$ cat src/rtl/lane_pkg.sv
// Shared constants and helpers for the lane sensor conditioner.
// Lane order: 0 = xL, 1 = xR, 2 = yU, 3 = yD.
package lane_pkg;

    localparam int NUM_LANES = 4;
    localparam int LANE_XL   = 0;
    localparam int LANE_XR   = 1;
    localparam int LANE_YU   = 2;
    localparam int LANE_YD   = 3;

    localparam int DEB_CYCLES_DEF   = 4;
    localparam int JAM_CYCLES_DEF   = 12;
    localparam int STUCK_CYCLES_DEF = 255;

    // Bits needed to hold values 0..max_val, i.e. ceil(log2(max_val+1)), minimum 1.
    function automatic int cnt_width(input int max_val);
        int w;
        w = 1;
        while ((1 << w) <= max_val) begin
            w = w + 1;
        end
        return w;
    endfunction

endpackage

$ cat src/rtl/lane_filter.sv
// Single-lane conditioner: 2-flop synchroniser, debounce, occupancy/jam timer.
// Stuck-detector supervision is included when LANE_STUCK_DETECT_EN is defined.
module lane_filter
    import lane_pkg::*;
#(
    parameter int DEB_CYCLES   = DEB_CYCLES_DEF,
    parameter int JAM_CYCLES   = JAM_CYCLES_DEF,
    parameter int STUCK_CYCLES = STUCK_CYCLES_DEF
) (
    input  logic clk,
    input  logic reset_n,
    input  logic det_raw,
    input  logic fault_clr,
    output logic car_present,
    output logic jam,
    output logic fault
);

    localparam int DW = cnt_width(DEB_CYCLES);
    localparam int OW = cnt_width(JAM_CYCLES);
    localparam logic [DW-1:0] DEB_LAST = DW'(DEB_CYCLES - 1);
    localparam logic [OW-1:0] OCC_MAX  = OW'(JAM_CYCLES);

    logic          sync1_reg, sync2_reg;
    logic [DW-1:0] deb_cnt_reg, deb_cnt_next;
    logic [OW-1:0] occ_cnt_reg, occ_cnt_next;
    logic          car_reg, car_next;
    logic          jam_reg, jam_next;
    logic          fault_hold;

`ifdef LANE_STUCK_DETECT_EN
    localparam int SW = cnt_width(STUCK_CYCLES);
    localparam logic [SW-1:0] STUCK_MAX  = SW'(STUCK_CYCLES);
    localparam logic [SW-1:0] STUCK_LAST = SW'(STUCK_CYCLES - 1);

    logic [SW-1:0] stuck_cnt_reg, stuck_cnt_next;
    logic          fault_reg, fault_next;
    logic          stuck_hit;

    assign stuck_hit = sync2_reg && (stuck_cnt_reg == STUCK_LAST);

    // A new stuck event beats a simultaneous clear; a clear restarts the count.
    always_comb begin
        fault_next     = fault_reg;
        stuck_cnt_next = stuck_cnt_reg;
        if (stuck_hit) begin
            fault_next = 1'b1;
        end else if (fault_clr) begin
            fault_next = 1'b0;
        end
        if (!sync2_reg || (fault_clr && !stuck_hit)) begin
            stuck_cnt_next = '0;
        end else if (stuck_cnt_reg != STUCK_MAX) begin
            stuck_cnt_next = stuck_cnt_reg + 1'b1;
        end
    end

    always_ff @(posedge clk or negedge reset_n) begin
        if (!reset_n) begin
            stuck_cnt_reg <= '0;
            fault_reg     <= 1'b0;
        end else begin
            stuck_cnt_reg <= stuck_cnt_next;
            fault_reg     <= fault_next;
        end
    end

    assign fault_hold = fault_next;
    assign fault      = fault_reg;
`else
    logic unused_stuck_inputs;
    assign unused_stuck_inputs = fault_clr ^ (STUCK_CYCLES != 0);
    assign fault_hold = 1'b0;
    assign fault      = 1'b0;
`endif

    always_comb begin
        deb_cnt_next = deb_cnt_reg;
        occ_cnt_next = occ_cnt_reg;
        car_next     = car_reg;
        jam_next     = 1'b0;
        if (fault_hold) begin
            deb_cnt_next = '0;
            occ_cnt_next = '0;
            car_next     = 1'b0;
        end else begin
            if (sync2_reg == car_reg) begin
                deb_cnt_next = '0;
            end else if (deb_cnt_reg == DEB_LAST) begin
                car_next     = sync2_reg;
                deb_cnt_next = '0;
            end else begin
                deb_cnt_next = deb_cnt_reg + 1'b1;
            end
            // Occupancy age saturates; jam needs a full JAM_CYCLES of prior occupancy.
            if (car_next) begin
                occ_cnt_next = (occ_cnt_reg == OCC_MAX) ? occ_cnt_reg : occ_cnt_reg + 1'b1;
            end else begin
                occ_cnt_next = '0;
            end
            jam_next = car_next && (occ_cnt_reg == OCC_MAX);
        end
    end

    always_ff @(posedge clk or negedge reset_n) begin
        if (!reset_n) begin
            sync1_reg   <= 1'b0;
            sync2_reg   <= 1'b0;
            deb_cnt_reg <= '0;
            occ_cnt_reg <= '0;
            car_reg     <= 1'b0;
            jam_reg     <= 1'b0;
        end else begin
            sync1_reg   <= det_raw;
            sync2_reg   <= sync1_reg;
            deb_cnt_reg <= deb_cnt_next;
            occ_cnt_reg <= occ_cnt_next;
            car_reg     <= car_next;
            jam_reg     <= jam_next;
        end
    end

    assign car_present = car_reg;
    assign jam         = jam_reg;

endmodule

$ cat src/rtl/lane_sensor_conditioner.sv
// Conditions four raw loop detectors into car_present (s1) and jam (s2) levels.
// Define LANE_STUCK_DETECT_EN to enable stuck-detector fault flags.
module lane_sensor_conditioner
    import lane_pkg::*;
#(
    parameter int DEB_CYCLES   = DEB_CYCLES_DEF,
    parameter int JAM_CYCLES   = JAM_CYCLES_DEF,
    parameter int STUCK_CYCLES = STUCK_CYCLES_DEF
) (
    input  logic                 clk,
    input  logic                 reset_n,
    input  logic [NUM_LANES-1:0] det_raw,
    input  logic                 fault_clr,
    output logic [NUM_LANES-1:0] car_present,
    output logic [NUM_LANES-1:0] jam,
    output logic [NUM_LANES-1:0] fault
);

    genvar gi;
    generate
        for (gi = 0; gi < NUM_LANES; gi++) begin : g_lane
            lane_filter #(
                .DEB_CYCLES  (DEB_CYCLES),
                .JAM_CYCLES  (JAM_CYCLES),
                .STUCK_CYCLES(STUCK_CYCLES)
            ) u_lane_filter (
                .clk        (clk),
                .reset_n    (reset_n),
                .det_raw    (det_raw[gi]),
                .fault_clr  (fault_clr),
                .car_present(car_present[gi]),
                .jam        (jam[gi]),
                .fault      (fault[gi])
            );
        end
    endgenerate

endmodule
$ cat config.mk
export PLATFORM = sky130hd
export DESIGN_NAME = lane_sensor_conditioner
export DESIGN_NICKNAME = d
export VERILOG_FILES = /design/src/rtl/lane_pkg.sv /design/src/rtl/lane_filter.sv /design/src/rtl/lane_sensor_conditioner.sv
export SDC_FILE = /design/constraint.sdc
export NUM_CORES = 1
export LEC_CHECK = 0
export BUFFER_PORTS_ARGS = -buffer_cell sky130_fd_sc_hd__buf_2
export CAP_MARGIN = 20
export CORE_ASPECT_RATIO = 0.5
export CORE_MARGIN = 4
export CORE_UTILIZATION = 62
export CTS_CLUSTER_DIAMETER = 100
export DETAILED_ROUTE_END_ITERATION = 6
export PLACE_DENSITY = 0.92
export SYNTH_ARGS = -nofsm -noshare
export SYNTH_HDL_FRONTEND = slang
export SYNTH_SLANG_ARGS = --single-unit
$ cat constraint.sdc
create_clock -name clk -period 2.3 [get_ports clk]
set_clock_uncertainty 0.2 [all_clocks]
set_input_delay 0.115 -clock clk [delete_from_list [all_inputs] [get_ports clk]]
set_output_delay 0.115 -clock clk [all_outputs]
set_load 0.005 [all_outputs]
==> impl_results.md <==
- Post-route ant nets: 0
- DP HPWL: ~2100 µm
- Die Area: 4080 µm²
- Status: finished clean
- Post-Synthesis Cells: 161
- Final setup fails: 0
- Seq cells post-synth: 44
- Clock Latency Late Sink: 0.29 ns
- Initial cell density of the core: 0.689
- Drt total wl: 3110 µm
- Comb pwr share: 0.279
- Register share of total power: 0.497
- Internal power: 0.00149 W
- Diodes inserted: 0
- Die width: 86.4 µm
- Synth area leaders: dfrtp_1, ha_1, buf_4
- Die span in y: 47.2 µm
- Vias in the first global route: about 1200
- Slew Viols, Final: 0
- Routability cong.: 0.692
- Nets: 197
- CTS Buf Count: 5
- Initial antenna violation count: 0
- DP Cell Count: 203
- Sw Pwr: 0.000756 W
- Via density per instance: 5.43
- Grt total ovfl: 0
- Non-Filler Instances: 215
- FFs w/ async S/R, synth: 1.00
- Maximum VDD drop: ~600 µV
- # H-tree levels: 2
- Largest net degree at the start of global routing: between 40 and 50
- Final Hold Fails: 0
- Clock root buffer master: clkbuf_8
- Global route hottest layer: met2
- WS Path Type: reg2reg
- Most frequent cell after synthesis: dfrtp_1
- Setup crit start kind: flip-flop
- Row cnt: 13
- Fin crit period: 1.68 ns
- Clk pin slew, worst setup/hold paths: about 0.080 ns
- Max_cap viols: 0
- Core ar.: ~2800 µm²
- Arr. time, crit path: 1.63 ns
- Power per cell area: 1080 nW/µm²
- Yosys cell types: 16
- Met3 GRT Util: 0.0560
- RSZ-0062 raised after global routing: no
- Num ports: 19
- Switching share of power: 0.336
- Worst slew pin tran: 0.520 ns
- Fmax: 594 MHz
- Top-area cell type share of the netlist area: 0.578
- Clock sink total: 44
- Post-synth top flop: dfrtp_1
- Crit path max fanout: 6
- Synth Area per Inst: about 12 µm²
- First-pass GRT wire length: 5380 µm
- Post-synth EDFFs: 0
- Post-synthesis sequential area ratio: 0.578
- P&R area growth vs syn: 9.79%
- Global Route met1 Usage: 0.195
- DR pass1 iterations: 4
- Max reg flops: 16
- Hold WC Path Type: reg2reg
- DRC: 0
- Crit. End Element: flip-flop
- Req. time, crit path: roughly 2.3 ns
- Yosys top cell by area: dfrtp_1
- Mapped Area: about 1900 µm²
- # port buffers: 13
- Met2 Use GR: 0.353
- Clk pwr share: 0.224
- Clk buf depth: 2
- Vias: 1168
- Drt initial violations: 36
- Slew headroom: 0.644
- Layout cells sized above 1: 0.140
- Commonest cells in the netlist: dfrtp_1, nor2_1
- Tcrit/Tclk final: 0.732
- Post-CTS Resized: 0
- GR Util All Layers: 0.182
- CTS tree: done
- Setup tns final: 0 ns
- Post-DR wirelength/cell: 14.5 µm
- Lkg Pwr: 1.02 nW
- Synthesis Warnings: 0
==> worst max-delay path, cell delays in order, from the launching register on <==
cell and delay, ns:
dfrtp_1 0.38, ha_1 0.20, nor2b_4 0.17, mux2i_1 0.47, nor3_1 0.13
==> kinds of logic after synthesis <==
kind of cell    synth area share
buf+inv                   0.0710
mux                       0.0421
flops                      0.578
other cells              0.00197
compound gates            0.0237
xor+xnor                  0.0368
fa+ha+maj                 0.0788
simple gates               0.168
==> power by group through the flow <==
stage               Combinational [W]  Clock (W)  Sequential [W]
floorplan                    0.000493          0         0.00108
global placement             0.000546          0         0.00111
detailed placement           0.000616          0         0.00112
CTS                          0.000627   0.000509         0.00111
global route                 0.000729   0.000545         0.00115
finish                       0.000627   0.000504         0.00112
==> worst paths after layout <==
path | end | cells after the start | slack (ns) | from
min reg2reg | g_lane[0].u_lane_filter.sync2_reg$_DFF_PN0_ | 0 | 0.15 | g_lane[0].u_lane_filter.sync1_reg$_DFF_PN0_
max | g_lane[3].u_lane_filter.occ_cnt_reg[3]$_DFFE_PN0P_ | 4 | 0.62 | g_lane[3].u_lane_filter.deb_cnt_reg[0]$_DFF_PN0_
min in group asynchronous | g_lane[0].u_lane_filter.sync1_reg$_DFF_PN0_ | 3 | 0.22 | reset_n
max reg2reg | g_lane[3].u_lane_filter.occ_cnt_reg[3]$_DFFE_PN0P_ | 4 | 0.62 | g_lane[3].u_lane_filter.deb_cnt_reg[0]$_DFF_PN0_
max in group asynchronous | g_lane[1].u_lane_filter.deb_cnt_reg[0]$_DFF_PN0_ | 3 | 1.31 | reset_n
min | g_lane[0].u_lane_filter.sync2_reg$_DFF_PN0_ | 0 | 0.15 | g_lane[0].u_lane_filter.sync1_reg$_DFF_PN0_
==> routing by layer <==
metal	share of wire	vias to the layer above
met1	0.42	576
met2	0.52	23
met5	0	-
met4	0.024	0
met3	0.041	11
li1	-	558
==> what timing repair did <==
| action | in CTS | in global routing |
|---|---|---|
| hold buffers | 5 | 0 |
| hold endpoints to repair | 48 | 0 |
| buffers inserted | 0 | 0 |
==> placed cells by master (no fill, tap or decap) <==
cell            n
a21oi_1         4
a31oi_1         4
buf_2          13
buf_4           1
clkbuf_8        7
conb_1          4
dfrtp_1        44
dlygate4sd3_1   5
ha_1           12
inv_1          12
mux2i_1         8
nand2_1         4
nand3_1         8
nor2_1         16
nor2b_1         1
nor2b_4         4
nor3_1         12
nor3b_1        11
xnor2_1         8
==> layout make-up <==
class | instances | area [µm²]
sequential | 44 | 1100
multi-input combinational | 96 | 679
fill | 170 | 674
timing repair buffer | 19 | 123
clock buffer | 7 | 96.3
tap | 37 | 46.3
inverter | 12 | 45.0
==> metrics by stage <==
step | power, W | utilization | hold WS, ns | worst slack, ns | instance area (µm²)
6_report | 0.00225 | 0.756 | 0.154 | 0.616 | 2090
3_3_place_gp | 0.00165 | 0.703 | 0.00679 | 0.716 | 1940
4_1_cts | 0.00225 | 0.756 | 0.157 | 0.619 | 2090
5_1_grt | 0.00242 | 0.756 | 0.170 | 0.485 | 2090
2_1_floorplan | 0.00158 | - | -0.381 | 0.868 | 1920
3_5_place_dp | 0.00174 | 0.703 | 0.0128 | 0.583 | 1940
(Power assumes the default switching activity.)
